==> config.mk <==
export PLATFORM = sky130hd
export DESIGN_NAME = writeback_delay
export DESIGN_NICKNAME = d
export VERILOG_FILES = /design/src/rtl/writeback_delay.sv
export SDC_FILE = /design/constraint.sdc
export NUM_CORES = 1
export LEC_CHECK = 0
export BUFFER_PORTS_ARGS = -buffer_cell sky130_fd_sc_hd__buf_2
export CORE_MARGIN = 3
export CORE_UTILIZATION = 53
export CTS_CLUSTER_DIAMETER = 200
export DETAILED_ROUTE_END_ITERATION = 6
export PLACE_DENSITY_LB_ADDON = 0.2
export SLEW_MARGIN = 5
export SYNTH_ARGS = -nofsm -noshare
export SYNTH_HDL_FRONTEND = slang
export SYNTH_SLANG_ARGS = --single-unit
export TNS_END_PERCENT = 1
==> constraint.sdc <==
create_clock -name clk -period 3.5 [get_ports clk]
set_clock_uncertainty 0.15 [all_clocks]
set_input_delay 0.7 -clock clk [delete_from_list [all_inputs] [get_ports clk]]
set_output_delay 0.7 -clock clk [all_outputs]
set_load 0.1 [all_outputs]
==> src/rtl/writeback_delay.sv <==
// writeback_delay: parks execute-stage results for a per-entry commit delay, then writes them to the ROB one per cycle.
// Optional feature: define WRITEBACK_BYPASS_EN so zero-delay results skip the slot array when no slot is ready.
module writeback_delay #(
  parameter int DEPTH  = 4,
  parameter int DATA_W = 32
) (
  input  logic              clk,
  input  logic              resetn,
  input  logic              i_flush,
  input  logic              i_valid,
  input  logic [3:0]        i_dst_rob,
  input  logic [7:0]        i_fid,
  input  logic [DATA_W-1:0] i_result,
  input  logic [3:0]        i_cmtdelay,
  input  logic              i_lsmiss,
  output logic              o_readyn,
  output logic              o_overflow,
  output logic              o_rob_wen,
  output logic [3:0]        o_rob_addr,
  output logic [7:0]        o_rob_fid,
  output logic [DATA_W-1:0] o_rob_value,
  output logic              o_rob_lsmiss
);

  localparam int IDX_W = $clog2(DEPTH);

  function automatic logic [IDX_W-1:0] lowest_set(input logic [DEPTH-1:0] vec);
    logic [IDX_W-1:0] idx;
    idx = '0;
    for (int i = DEPTH - 1; i >= 0; i--) begin
      if (vec[i]) idx = IDX_W'(i);
    end
    return idx;
  endfunction

  function automatic logic [3:0] count_set(input logic [DEPTH-1:0] vec);
    logic [3:0] n;
    n = '0;
    for (int i = 0; i < DEPTH; i++) begin
      n = n + {3'b000, vec[i]};
    end
    return n;
  endfunction

  logic              slot_vld_p0 [DEPTH];
  logic [3:0]        slot_cnt_p0 [DEPTH];
  logic [3:0]        slot_rob_p0 [DEPTH];
  logic [7:0]        slot_fid_p0 [DEPTH];
  logic [DATA_W-1:0] slot_res_p0 [DEPTH];
  logic              slot_ls_p0  [DEPTH];

  logic [DEPTH-1:0]  elig;
  logic [DEPTH-1:0]  free_vec;
  logic [IDX_W-1:0]  sel_idx;
  logic [IDX_W-1:0]  alloc_idx;
  logic              any_elig;
  logic              any_free;
  logic              bypass;
  logic              capture;
  logic              drop;

  // Selection: lowest eligible slot writes back; that slot counts as free for this edge's capture.
  always_comb begin
    elig     = '0;
    free_vec = '0;
    for (int i = 0; i < DEPTH; i++) begin
      elig[i] = slot_vld_p0[i] && (slot_cnt_p0[i] == 4'd0);
    end
    any_elig = |elig;
    sel_idx  = lowest_set(elig);
    for (int i = 0; i < DEPTH; i++) begin
      free_vec[i] = !slot_vld_p0[i] || (any_elig && (sel_idx == IDX_W'(i)));
    end
    any_free  = |free_vec;
    alloc_idx = lowest_set(free_vec);
  end

`ifdef WRITEBACK_BYPASS_EN
  assign bypass = i_valid && !i_flush && (i_cmtdelay == 4'd0) && !any_elig;
`else
  assign bypass = 1'b0;
`endif

  assign capture  = i_valid && !i_flush && !bypass && any_free;
  assign drop     = i_valid && !i_flush && !bypass && !any_free;
  assign o_readyn = count_set(free_vec) < 4'd2;

  // Control state and ROB write port
  always_ff @(posedge clk or negedge resetn) begin
    if (!resetn) begin
      for (int i = 0; i < DEPTH; i++) begin
        slot_vld_p0[i] <= 1'b0;
        slot_cnt_p0[i] <= 4'd0;
      end
      o_overflow   <= 1'b0;
      o_rob_wen    <= 1'b0;
      o_rob_addr   <= '0;
      o_rob_fid    <= '0;
      o_rob_value  <= '0;
      o_rob_lsmiss <= 1'b0;
    end else begin
      o_overflow <= drop;
      for (int i = 0; i < DEPTH; i++) begin
        if (i_flush) begin
          slot_vld_p0[i] <= 1'b0;
        end else if (capture && (alloc_idx == IDX_W'(i))) begin
          slot_vld_p0[i] <= 1'b1;
          slot_cnt_p0[i] <= i_cmtdelay;
        end else begin
          if (any_elig && (sel_idx == IDX_W'(i))) slot_vld_p0[i] <= 1'b0;
          if (slot_cnt_p0[i] != 4'd0) slot_cnt_p0[i] <= slot_cnt_p0[i] - 4'd1;
        end
      end
      if (i_flush) begin
        o_rob_wen <= 1'b0;
      end else if (any_elig) begin
        o_rob_wen    <= 1'b1;
        o_rob_addr   <= slot_rob_p0[sel_idx];
        o_rob_fid    <= slot_fid_p0[sel_idx];
        o_rob_value  <= slot_res_p0[sel_idx];
        o_rob_lsmiss <= slot_ls_p0[sel_idx];
      end else if (bypass) begin
        o_rob_wen    <= 1'b1;
        o_rob_addr   <= i_dst_rob;
        o_rob_fid    <= i_fid;
        o_rob_value  <= i_result;
        o_rob_lsmiss <= i_lsmiss;
      end else begin
        o_rob_wen <= 1'b0;
      end
    end
  end

  // Slot payload is only meaningful while its valid bit is set, so it carries no reset.
  always_ff @(posedge clk) begin
    for (int i = 0; i < DEPTH; i++) begin
      if (capture && (alloc_idx == IDX_W'(i))) begin
        slot_rob_p0[i] <= i_dst_rob;
        slot_fid_p0[i] <= i_fid;
        slot_res_p0[i] <= i_result;
        slot_ls_p0[i]  <= i_lsmiss;
      end
    end
  end

endmodule

* Yosys cells after proc, flatten, opt, wreduce, memory -nomap -nowiden
Memory sizes are Yosys's and may differ from the RTL's. A register that Yosys moved wholly into a read port is not among the register bits.
Index checks and enable logic that the tools add are counted.
** Operators by class
- Reduce and logical (&&, ||, !) cells :: 66
- Shift operators :: 0
- Multipliers :: 0
- Add/sub/neg operators :: 7
- Divide/modulo/power cells :: 0
- Equal/unequal tests :: 6
- Magnitude comparators :: 1
- Multiplexer cells :: 74
- Bitwise operators :: 1
** Operators by type and width (count)
- $mux W32 :: 3
- $reduce_or A32 Y1 :: 3
- $mux W4 :: 11
- $mux W2 :: 20
- $mux W1 :: 37
- $mux W8 :: 3
- $reduce_or A8 Y1 :: 3
- $reduce_or A4 Y1 :: 5
- $logic_not A4 Y1 :: 4
- $reduce_bool A4 Y1 :: 4
- $sub A4 B1 Y4 const B :: 4
- $logic_and A1 B1 Y1 :: 15
- $reduce_bool A3 Y1 :: 4
- $logic_not A1 Y1 :: 10
- $reduce_and A2 Y1 :: 5
- $eq A2 B2 Y1 const B :: 4
- $reduce_bool A2 Y1 :: 4
- $add A3 B1 Y4 :: 1
- $eq A2 B1 Y1 const B :: 2
- $logic_not A2 Y1 :: 2
- $logic_or A1 B1 Y1 :: 4
- $lt A4 B2 Y1 const B :: 1
- $add A2 B1 Y3 :: 1
- $reduce_or A1 Y1 :: 3
- other kinds (2) :: 2
** Word-level totals
- Memories :: 4
- Bits in latches :: 0
- Word-level logic and storage cells :: 169
- Bits in registers :: 22
- Memory bits (read-only) :: 0
- Output and inout bits :: 48
- Bits of input ports :: 53
- Memory bits (writable) :: 180
** Memory list
- slot_res_p0 :: words 4, width 32, rd ports 1, clocked after Yosys merged registers in 1, write ports 1, RTL line 49 : logic [DATA_W-1:0] slot_res_p0 [DEPTH];
- slot_fid_p0 :: words 4, width 8, rd ports 1, clocked after Yosys merged registers in 1, write ports 1, RTL line 48 : logic [7:0] slot_fid_p0 [DEPTH];
- slot_rob_p0 :: words 4, width 4, rd ports 1, clocked after Yosys merged registers in 1, write ports 1, RTL line 47 : logic [3:0] slot_rob_p0 [DEPTH];
- slot_ls_p0 :: words 4, width 1, rd ports 1, clocked after Yosys merged registers in 1, write ports 1, RTL line 50 : logic slot_ls_p0 [DEPTH];

* Logic depth before layout (Yosys ltp)
- Word-level depth :: 21
- Mapped depth :: 12
- Gate-level depth less buffers :: 11

* Worst setup path before layout
OpenSTA, ideal clock, no wires.
- Path type :: reg2out
- From :: reg slot_cnt_p0[4] in the netlist's numbering
- To :: out o_readyn
- Stages on the path, launching flop included :: 10
- Setup slack :: -0.906 ns
- Buffers on the path :: 2
- Data arrival time :: 3.556 ns
- Data required time :: 2.650 ns
- Path through :: dfrtp_1 -> inv_1 -> ha_1 -> nand4bb_1 -> clkbuf_1 -> clkbuf_1 -> nand2_1 -> o21ai_0 -> fa_1 -> a21oi_1
** Between the ends
- Cells in the longest elaborated chain, start to end :: 12
- Elaborated cells between the ends (all ways) :: 22
- Classes of those cells :: add/sub: 3; order compare: 1; eq/ne: 3; mux: 3; reduce/logical: 12
** Ends and longest elaborated chain
- from (decl) :: RTL line 46 : logic [3:0] slot_cnt_p0 [DEPTH];
- from (signal, indexed assignment) :: RTL line 108 : slot_cnt_p0[i] <= i_cmtdelay;
- $logic_not A4 Y1 * :: RTL line 67 : elig[i] = slot_vld_p0[i] && (slot_cnt_p0[i] == 4'd0);
- $logic_and A1 B1 Y1 * :: RTL line 67
- $mux W2 (3 in a row) :: RTL line 31 : if (vec[i]) idx = IDX_W'(i);
- $eq A2 B1 Y1 or $logic_not A2 Y1 (tied branches) :: RTL line 72 : free_vec[i] = !slot_vld_p0[i] || (any_elig && (sel_idx == IDX_W'(i)));
- $logic_and A1 B1 Y1 :: RTL line 72
- $logic_or A1 B1 Y1 :: RTL line 72
- $add A1 B1 Y2 :: RTL line 40 : n = n + {3'b000, vec[i]};
- $add A2 B1 Y3 :: RTL line 40
- $add A3 B1 Y4 * :: RTL line 40
- $lt A4 B2 Y1 * :: RTL line 86 : assign o_readyn = count_set(free_vec) < 4'd2;
- to (decl) :: RTL line 16 : output logic o_readyn,
Mark *: on every way between the ends. The rest lies on a longest branch, timed or not.

* Worst setup path after layout
- From :: reg slot_cnt_p0[9] in the netlist's numbering
- To :: out o_readyn
** Between the ends
- Cells in the longest elaborated chain, start to end :: 11
- Elaborated cells between the ends (all ways) :: 21
- Classes of those cells :: add/sub: 3; order compare: 1; eq/ne: 3; mux: 2; reduce/logical: 12
** Ends and longest elaborated chain (RTL line)
- $logic_not A4 Y1 * :: 67
- $logic_and A1 B1 Y1 * :: 67
- $mux W2 (2 in a row) :: 31
- $eq A2 B1 Y1 or $logic_not A2 Y1 (tied branches) :: 72
- $logic_and A1 B1 Y1 :: 72
- $logic_or A1 B1 Y1 :: 72
- $add A1 B1 Y2 :: 40
- $add A2 B1 Y3 :: 40
- $add A3 B1 Y4 * :: 40
- $lt A4 B2 Y1 * :: 86
Marked as above.

==> reports/metrics.json <==
{
  "crit_required": {"value": 2.65, "unit": "ns"},
  "overall_track_demand_over_capacity_in_global_routing": {"value": 20.7, "unit": "%"},
  "routed_via_density": {"value": 5.99},
  "utilization": {"value": 65.4, "unit": "%"},
  "post_synth_arst_share": {"value": 27.1, "unit": "%"},
  "critical_path_arrival": {"value": 2.57, "unit": "ns"},
  "globalRoute.totalOverflow": {"value": 0},
  "n_antenna_cell": {"value": 0},
  "power_switching_share": {"value": 41.0, "unit": "%"},
  "grt_pass1_wl": {"value": 32.3, "unit": "mm"},
  "synth_area": {"value": 9510, "unit": "um2"},
  "ir_drop": {"value": 0.757, "unit": "mV"},
  "number_of_global_route_vias_before_repair": {"value": 6089},
  "synth.top_cells.by_area": {"value": "sky130_fd_sc_hd__edfxtp_1, sky130_fd_sc_hd__dfrtp_1, sky130_fd_sc_hd__o22ai_1, sky130_fd_sc_hd__a21o_1, sky130_fd_sc_hd__o21ai_1"},
  "regToRegStartpoint": {"value": "slot_cnt_p0[9]$_DFFE_PN0P_"},
  "layout_worst_path_cycle_share": {"value": 97.9, "unit": "%"},
  "outcome": {"value": "finished, final reports clean"},
  "ant_nets": {"value": 0},
  "synth.lib_cells_used.distinct": {"value": 49},
  "cts.sink_count": {"value": 247},
  "worst_slew_pin_slew": {"value": 0.986, "unit": "ns"},
  "clock_path_buffers": {"value": 3},
  "synth_enable_flop_cells": {"value": 180},
  "die_width": {"value": 140, "unit": "um"},
  "ff2ff_path_depth": {"value": 11},
  "power": {"value": 9950, "unit": "uW"},
  "syn_to_final_growth": {"value": 19.6, "unit": "%"},
  "crit_fanout": {"value": 4},
  "timing.final.crit_period": {"value": 3.42, "unit": "ns"},
  "final-seq-area": {"value": 7080, "unit": "um2"},
  "worst_path_largest_cell_delay": {"value": 0.48, "unit": "ns"},
  "rr_endpoint": {"value": "slot_res_p0[1][5]$_DFFE_PP_"},
  "first_iter_violations": {"value": 441},
  "max_cap_viol_count": {"value": 0},
  "io_buffer_count": {"value": 100},
  "wirelength": {"value": 21.0, "unit": "mm"},
  "power.clock.fraction": {"value": 26.1, "unit": "%"},
  "power_switching": {"value": 4080, "unit": "uW"},
  "die_area": {"value": 19600, "unit": "um2"},
  "route.top_layer_used": {"value": "met5"},
  "fmaxAchievable": {"value": 0.292, "unit": "GHz"},
  "yosys_warnings": {"value": 0},
  "multi_input_area": {"value": 2320, "unit": "um2"},
  "power_leakage": {"value": 0.00434, "unit": "uW"},
  "timing.critical_path.to": {"value": "o_readyn"},
  "place_congestion": {"value": 0.853},
  "place.detailed.hpwl": {"value": 12.0, "unit": "mm"},
  "detailroute.wirelength.met2": {"value": 10.5, "unit": "mm"},
  "synth.avg_cell_area": {"value": 14.5, "unit": "um2"},
  "seq_area_frac_synth": {"value": 74.4, "unit": "%"},
  "num-nets-final": {"value": 836},
  "path_delay_family": {"value": "adder cells"},
  "worstSetupStartpoint": {"value": "slot_cnt_p0[9]$_DFFE_PN0P_"},
  "worstSetupEndpointType": {"value": "output port"},
  "met3_length": {"value": 1.21, "unit": "mm"},
  "antenna_found_initial": {"value": 1},
  "power_density": {"value": 874, "unit": "nW/um2"},
  "slowest_stage": {"value": "sky130_fd_sc_hd__fa_1"},
  "num_io_pins": {"value": 101},
  "share_comb_of_total_power": {"value": 35.2, "unit": "%"},
  "share_of_yosys_cell_area_claimed_by_the_top_area_cell_type": {"value": 56.8, "unit": "%"},
  "drc": {"value": 0},
  "final-setup-viol-count": {"value": 0},
  "worstSetupPathDepth": {"value": 7},
  "power.internal": {"value": 5880, "unit": "uW"},
  "worst_setup_hold_path_clk_slew": {"value": 0.06, "unit": "ns"},
  "htree_num_levels": {"value": 1},
  "design.core.area": {"value": 17400, "unit": "um2"},
  "wl_on_met1": {"value": 8.82, "unit": "mm"},
  "drive_above_1_share": {"value": 24.3, "unit": "%"},
  "grt_max_degree": {"value": 68},
  "layout.filler_cells": {"value": 1278},
  "final-hold-violation-count": {"value": 0},
  "clock_insertion_delay_worst_skew": {"value": 0.51, "unit": "ns"},
  "drtPass1Iterations": {"value": 5},
  "cts_hold_buf": {"value": 0},
  "crit_type": {"value": "reg -> out"},
  "initial_standard_cell_utilization_of_the_core": {"value": 54.6, "unit": "%"},
  "timing.max_slew.rel_slack": {"value": 34.2, "unit": "%"},
  "cts_made_buffers": {"value": 25},
  "timing.critical_path.buf_inv": {"value": 2},
  "series_of_cell_instances_along_the_critical_path": {"value": "inv_2, ha_4, or3b_4, o21ai_4, fa_1, a21oi_4, buf_12"},
  "min-delay-path-class": {"value": "in -> async"},
  "synth_top_area_cell": {"value": "sky130_fd_sc_hd__edfxtp_1"},
  "row_count": {"value": 48},
  "tritoncts": {"value": "built"},
  "finalMaxSlewViolations": {"value": 0},
  "critical_path.startpoint_type": {"value": "flop"},
  "route.vias.total": {"value": 6089},
  "syn-instance-count": {"value": 654},
  "wl_per_cell": {"value": 20.7, "unit": "um"},
  "clk_root_buffer_cell": {"value": "sky130_fd_sc_hd__clkbuf_16"},
  "die_h": {"value": 140, "unit": "um"},
  "synth_fp_nets": {"value": 718},
  "dominantRegCellSynth": {"value": "sky130_fd_sc_hd__edfxtp_1"},
  "ys_ff_latch": {"value": 247},
  "p_seq_share": {"value": 38.7, "unit": "%"},
  "r2r_slack": {"value": 0.43, "unit": "ns"}
}
state kept, by name, indices dropped and copies added, names as in the netlist:
register and flops:
slot_cnt_p0 16, o_rob_lsmiss 1, o_rob_value 32, slot_ls_p0 4, o_overflow 1, o_rob_addr 4
o_rob_wen 1, slot_vld_p0 4, o_rob_fid 8, slot_fid_p0 32, slot_rob_p0 16, slot_res_p0 128
routing by layer:
| metal | GRT usage (%) | up-vias |
|---|---|---|
| met5 | 0 | - |
| met4 | 6.27 | 2 |
| met3 | 3.65 | 37 |
| met2 | 34.5 | 206 |
| met1 | 28.2 | 3077 |
| li1 | - | 2767 |
layout by cell type, fill, tap and decap left out, types with 3 or more instances in the layout:
master,synthesis,final
sky130_fd_sc_hd__o21ai_0,9,8
sky130_fd_sc_hd__nor2b_1,3,3
sky130_fd_sc_hd__inv_2,0,4
sky130_fd_sc_hd__o22ai_1,95,95
sky130_fd_sc_hd__mux2i_1,3,3
sky130_fd_sc_hd__a21o_1,45,45
sky130_fd_sc_hd__buf_4,0,26
sky130_fd_sc_hd__nor3b_1,5,5
sky130_fd_sc_hd__a21oi_1,13,11
sky130_fd_sc_hd__nand3_1,5,4
sky130_fd_sc_hd__o21ai_1,44,44
sky130_fd_sc_hd__ha_1,10,9
sky130_fd_sc_hd__nor3_1,5,5
sky130_fd_sc_hd__a22oi_1,3,3
sky130_fd_sc_hd__nand2b_1,3,3
sky130_fd_sc_hd__edfxtp_1,180,180
sky130_fd_sc_hd__nor2_1,12,11
sky130_fd_sc_hd__buf_12,0,6
sky130_fd_sc_hd__clkbuf_1,26,10
sky130_fd_sc_hd__o21bai_1,4,4
sky130_fd_sc_hd__nand2_1,55,53
sky130_fd_sc_hd__dfrtp_1,67,67
sky130_fd_sc_hd__clkbuf_8,0,5
sky130_fd_sc_hd__inv_1,20,16
sky130_fd_sc_hd__clkbuf_16,0,25
sky130_fd_sc_hd__buf_2,10,98
layout make-up:
class,count,share of cell area (%)
sequential,247,62.2
multi-input combinational,348,20.4
timing repair buffer,130,7.08
clock buffer,40,6.43
tap,225,2.47
clock inverter,6,0.769
inverter,20,0.659
stage by stage:
stage               instances  setup TNS [ns]  worst slack (ns)  hold slack, ns  instance area, um2
finish                   1016               0            0.0752           0.180               11400
CTS                      1011               0           0.00580           0.222               11300
detailed placement        960               0             0.281           0.326               10400
floorplan                 654           -7.90            -0.161           0.254                9530
global route             1016         -0.0127           -0.0127           0.237               11400
global placement          960               0             0.357           0.311               10400
synthesized netlist by cell type (10+ instances only):
cell and n:
sky130_fd_sc_hd__nand2_1 55, sky130_fd_sc_hd__buf_2 10, sky130_fd_sc_hd__clkbuf_1 26, sky130_fd_sc_hd__dfrtp_1 67
sky130_fd_sc_hd__o22ai_1 95, sky130_fd_sc_hd__a21oi_1 13, sky130_fd_sc_hd__o21ai_1 44, sky130_fd_sc_hd__edfxtp_1 180
sky130_fd_sc_hd__a21o_1 45, sky130_fd_sc_hd__inv_1 20, sky130_fd_sc_hd__ha_1 10, sky130_fd_sc_hd__nor2_1 12
cells by family (layout without fill, tap and decap cells):
logic type	Yosys count	after routing	synth area share, %
buffers and inverters	59	196	2.46
flip-flops	247	247	74.4
adder cells (fa/ha/maj)	11	11	1.53
AND/OR/NAND/NOR	103	103	5.59
multiplexers	3	3	0.316
AO/OA/AOI/OAI	231	231	15.7
power by group through the flow:
| stage | clock network (uW) | registers [uW] | logic (uW) |
|---|---|---|---|
| floorplan | 0 | 5760 | 814 |
| global placement | 0 | 3870 | 3330 |
| detailed placement | 0 | 3890 | 3400 |
| CTS | 2650 | 3840 | 3460 |
| global route | 2780 | 3890 | 3670 |
| finish | 2600 | 3850 | 3500 |
worst min path at each step:
stage                                startpoint                           to  slack, ns  cells past startpoint
global placement    o_rob_value[11]$_DFFE_PN0P_  o_rob_value[11]$_DFFE_PN0P_       0.31                      2
finish                                   resetn          o_rob_wen$_DFF_PN0_       0.18                      1
CTS                                      resetn          o_rob_wen$_DFF_PN0_       0.22                      1
global route                           i_fid[2]  slot_fid_p0[3][2]$_DFFE_PP_       0.24                      1
floorplan                                resetn         o_overflow$_DFF_PN0_       0.25                      0
detailed placement  o_rob_value[16]$_DFFE_PN0P_  o_rob_value[16]$_DFFE_PN0P_       0.33                      2
what timing repair did:
item	in CTS	in global routing
buffers inserted	5	6
resized for setup	12	1
setup endpoints to repair	1	1
pin swaps	4	5
Note: power is estimated with default switching activity, not from simulation.
